==> config.mk <==
export PLATFORM = sky130hd
export DESIGN_NAME = alu_req_arbiter
export DESIGN_NICKNAME = d
export VERILOG_FILES = /design/src/rtl/alu_req_arbiter.sv
export SDC_FILE = /design/constraint.sdc
export NUM_CORES = 1
export LEC_CHECK = 0
export ABC_AREA = 1
export CAP_MARGIN = 0
export CORE_ASPECT_RATIO = 1.4
export CORE_MARGIN = 8
export CORE_UTILIZATION = 30
export CTS_CLUSTER_DIAMETER = 50
export DETAILED_ROUTE_END_ITERATION = 6
export GPL_ROUTABILITY_DRIVEN = 0
export MAX_ROUTING_LAYER = met4
export PLACE_DENSITY = 0.75
export SKIP_LAST_GASP = 1
export SYNTH_ARGS = -nofsm -noshare
export SYNTH_HDL_FRONTEND = slang
export SYNTH_SLANG_ARGS = --single-unit
==> constraint.sdc <==
create_clock -name clk -period 1.6 [get_ports clk]
set_input_delay 0.48 -clock clk [delete_from_list [all_inputs] [get_ports clk]]
set_output_delay 0.48 -clock clk [all_outputs]
set_load 0.1 [all_outputs]
==> src/rtl/alu_req_arbiter.sv <==
// Round-robin arbiter sharing one ALU between two requesters over valid/ready handshakes.
// Optional macro ALU_ARB_FIXED_PRIO_EN: req0 always wins simultaneous requests.
module alu_req_arbiter #(
    parameter int WIDTH   = 8,
    parameter int OPW     = 6,
    parameter int ALU_LAT = 2
) (
    input  logic             clk,
    input  logic             rst,
    input  logic [1:0]       req_valid,
    output logic [1:0]       req_ready,
    input  logic [WIDTH-1:0] req0_a,
    input  logic [WIDTH-1:0] req0_b,
    input  logic [OPW-1:0]   req0_op,
    input  logic [WIDTH-1:0] req1_a,
    input  logic [WIDTH-1:0] req1_b,
    input  logic [OPW-1:0]   req1_op,
    output logic [1:0]       rsp_valid,
    input  logic [1:0]       rsp_ready,
    output logic [WIDTH-1:0] rsp_data,
    output logic [WIDTH-1:0] alu_num1,
    output logic [WIDTH-1:0] alu_num2,
    output logic [OPW-1:0]   alu_op,
    output logic [2:0]       alu_in_sel,
    input  logic [WIDTH-1:0] alu_out,
    output logic             busy,
    output logic [1:0]       state
);

    typedef enum logic [1:0] {
        IDLE  = 2'b00,
        ISSUE = 2'b01,
        WAIT  = 2'b10,
        RESP  = 2'b11
    } state_t;

    localparam logic [2:0] SEL_CLR  = 3'b001;
    localparam logic [2:0] SEL_LOAD = 3'b010;
    localparam logic [2:0] SEL_HOLD = 3'b100;

    state_t     state_q;
    logic       grant_q;
    logic [3:0] lat_cnt;
    logic       gnt;
    logic       resp_done;

    assign resp_done = (state_q == RESP) && rsp_ready[grant_q];

`ifdef ALU_ARB_FIXED_PRIO_EN
    always_comb gnt = ~req_valid[0];
`else
    logic rr_ptr;

    // A lone request wins outright; rr_ptr only breaks ties.
    always_comb gnt = (req_valid == 2'b11) ? rr_ptr : req_valid[1];

    always_ff @(posedge clk) begin
        if (rst)
            rr_ptr <= 1'b0;
        else if (resp_done)
            rr_ptr <= ~grant_q;
    end
`endif

    // NOTE: every output assigned here gets a default first, so no latch is inferred.
    always_comb begin
        req_ready = 2'b00;
        if (!rst && state_q == IDLE && |req_valid)
            req_ready[gnt] = 1'b1;
    end

    always_comb begin
        alu_in_sel = SEL_HOLD;
        if (rst)
            alu_in_sel = SEL_CLR;
        else if (state_q == ISSUE)
            alu_in_sel = SEL_LOAD;
    end

    assign rsp_valid = (state_q == RESP) ? (grant_q ? 2'b10 : 2'b01) : 2'b00;
    assign busy      = (state_q != IDLE);
    assign state     = state_q;

    // NOTE: sequential state uses non-blocking assignments so all registers update together.
    always_ff @(posedge clk) begin
        if (rst) begin
            state_q  <= IDLE;
            grant_q  <= 1'b0;
            lat_cnt  <= 4'd0;
            alu_num1 <= '0;
            alu_num2 <= '0;
            alu_op   <= '0;
            rsp_data <= '0;
        end else begin
            case (state_q)
                IDLE: begin
                    if (|req_valid) begin
                        grant_q  <= gnt;
                        alu_num1 <= gnt ? req1_a  : req0_a;
                        alu_num2 <= gnt ? req1_b  : req0_b;
                        alu_op   <= gnt ? req1_op : req0_op;
                        state_q  <= ISSUE;
                    end
                end
                ISSUE: begin
                    lat_cnt <= 4'(ALU_LAT - 1);
                    state_q <= WAIT;
                end
                WAIT: begin
                    if (lat_cnt == 4'd0) begin
                        rsp_data <= alu_out;
                        state_q  <= RESP;
                    end else begin
                        lat_cnt <= lat_cnt - 4'd1;
                    end
                end
                RESP: begin
                    if (resp_done)
                        state_q <= IDLE;
                end
                default: state_q <= IDLE;
            endcase
        end
    end

endmodule

==> flow_summary.toml <==
[cts]
cts_sinks = 38
root_buffer = "clkbuf_8"
numCtsBuffers = 5
tritoncts = "yes"
cts_hold_buf = 0
clockBufferDepth = 2
clk_latency_ns = 0.29
clkTransAtPathRegs_ns = 0.07
h-tree-depth = 2

[worst_setup_path]
rr_worst_depth = 9
r2r_start = "state[0]"
crit_end = "req_ready[1]"
crit_type = "flop to output port"
crit_fanout = 3
crit_path_end_kind = "output port"
cp-start-kind = "flop"
crit_start = "state[1]"
reg2reg_to = "state[0]"
worstPathRequired_ns = 1.12
cp.arrival_ns = 1.40
r2r_setup_slack_ns = 0.15

[finish]
final_nets = 421
fin_area_sq_um = 3610
nFillCells = 526
fin_util_pct = 59.3
finalNonFillerCells = 429
drive_gt1_share_pct = 32.5
synthToLayoutAreaGrowth_pct = 95.9
antenna-diode-count = 0

[die]
rows = 34
ioPinCount = 98
core_sq_um = 6080
start_util_pct = 30.3
die_w_um = 82.2
chipHeight_um = 109
dieArea_sq_um = 8940

[routing]
drc = 0
wl_met1_mm = 2.25
first_pass_iters = 4
antenna_left = 0
post_drt_wl_per_cell_um = 13.5
num_vias = 1913
highest_layer = "met4"
dr.first_iter.drc_count = 51
viasPerCell = 4.46
drt_wl_total_mm = 5.81
met2_length_mm = 3.07
dr_wl_met3_um = 453

[placement]
hpwl_mm = 4.60
dp_cells = 412
io_buffer_count = 97
place_area_sq_um = 3410

[hold_path]
worstHoldStart = "rr_ptr"
hold_class = "flop to flop"

[synth]
ys_ff_latch = 38
synthCells = 237
syn_avg_cell_area_sq_um = 7.78
ys_seq_area_share_pct = 41.3
netlist_area_sq_um = 1840
synth_nets = 302
synth_cell_types = 23
ys_warn_count = 0

[outcome]
violations = "setup timing"
status = "complete, but fails checks"

[sta]
clock_skew_ns = 0.00525
timing.fmax_mhz = 532
tns_ns = -1.42
hold_viol = 0
finalCritPeriodShare_pct = 118
tightest_slew_ns = 0.282
slew_violations = 0
max-slew-margin-rel_pct = 81.2
finalWorstSetupSlack_ns = -0.281
rsz0062_at_grt = "yes"
finalSetupViolations = 8
fin_crit_ns = 1.88

[power]
p_int_uw = 3460
power_frac_seq_pct = 21.2
clockPowerShare_pct = 9.8
ir_worst_vdd_v = 0.00120
p_switching_uw = 3710
p_comb_share_pct = 68.9
finalPower_uw = 7170
p_leak_uw = 0.00158
power_density_nw_per_um2 = 1990
power.share.switching_pct = 51.7

[grt]
grt_pass1_wl_mm = 9.24
grt_usage_pct = 13.4
antenna_found_initial = 0
grt_max_degree = 24
grt_pass1_vias = 1957
overflow = 0

[run]
drv_cap = 0
==> sequential cells by signal, indices dropped and copies added, names as in the netlist <==
| signal | cells |
|---|---|
| alu_num1 | 8 |
| alu_num2 | 8 |
| alu_op | 6 |
| grant_q | 1 |
| lat_cnt | 4 |
| rr_ptr | 1 |
| rsp_data | 8 |
| state | 2 |
==> worst max-delay path: stages (launching register included) <==
cell,delay (ns)
dfxtp_4,0.35
inv_4,0.06
ha_4,0.16
inv_8,0.04
nor2_8,0.09
nand2_4,0.08
nor2_4,0.13
buf_12,0.19
==> through the flow <==
step,worst slack (ns),hold slack [ns]
3_5_place_dp,-0.475,0.470
5_1_grt,-0.345,0.496
6_report,-0.281,0.483
4_1_cts,-0.335,0.484
2_1_floorplan,-0.260,0.444
3_3_place_gp,-0.465,0.461
==> power by group through the flow <==
stage          Sequential [uW]  Clock [uW]  Combinational, uW
3_5_place_dp              1550           0               4790
4_1_cts                   1520         735               4880
6_report                  1520         705               4940
2_1_floorplan             3120           0               1420
5_1_grt                   1560         775               5180
3_3_place_gp              1530           0               4720
==> placed cells by master (no fill, tap or decap), drive strengths merged, types with 3 or more instances in the layout <==
| cell | instances |
|---|---|
| nand2 | 83 |
| buf | 64 |
| clkdlybuf4s50 | 54 |
| dfxtp | 38 |
| inv | 26 |
| nand3 | 25 |
| o21ai | 16 |
| nor2 | 15 |
| a21oi | 12 |
| ha | 7 |
| clkbuf | 6 |
| nand4 | 3 |
| dlygate4sd2 | 3 |
==> what timing repair did <==
item | CTS | global route
gates resized for setup | 6 | 6
endpoints found under the setup margin | 28 | 10
pin swaps | 8 | 4
setup buffers | 8 | 4
==> worst min path at each step <==
| stage | cells after the start | endpoint |
|---|---|---|
| after floorplan | 2 | rr_ptr |
| after global placement | 2 | rr_ptr |
| after detailed placement | 2 | rr_ptr |
| after CTS | 2 | rr_ptr |
| after global routing | 2 | rr_ptr |
| final | 2 | rr_ptr |
==> metal layers <==
| layer | vias to the layer above | GRT usage, % |
|---|---|---|
| li1 | 980 | - |
| met1 | 864 | 14.8 |
| met2 | 64 | 23.1 |
| met3 | 5 | 3.22 |
| met4 | 0 | 3.40 |
| met5 | - | - |
==> final cells by class <==
cell class	count	area, sq um	share of cell area, %
multi-input cells	164	973	27.0
flip-flops and latches	38	768	21.3
clock buffers	6	82.6	2.29
repair buffers	121	1570	43.4
well taps	72	90.1	2.50
inverters	26	116	3.22
clock inverters	2	11.3	0.312
==> cells in the mapped netlist, drive strengths merged <==
master / instances / area share, %
a21oi: 12 / 3.3
buf: 8 / 4.7
clkbuf: 1 / 0.27
dfxtp: 38 / 41
ha: 7 / 4.8
inv: 26 / 5.3
nand2: 83 / 19
nand3: 25 / 9.8
nand4: 3 / 1.0
nor2: 15 / 5.4
nor3: 1 / 0.27
o21ai: 16 / 4.3
or2: 1 / 0.34
xor2: 1 / 0.48
==> logic make-up (layout without fill, tap and decap cells) <==
logic type	after synthesis	in the layout	synth area share (%)
AO/OA/AOI/OAI	28	28	7.60
XOR/XNOR	1	1	0.475
adder cells (fa/ha/maj)	7	7	4.75
buffers and inverters	35	155	10.3
flip-flops	38	38	41.3
AND/OR/NAND/NOR	128	128	35.6
Note: power is estimated with default switching activity, not from simulation.
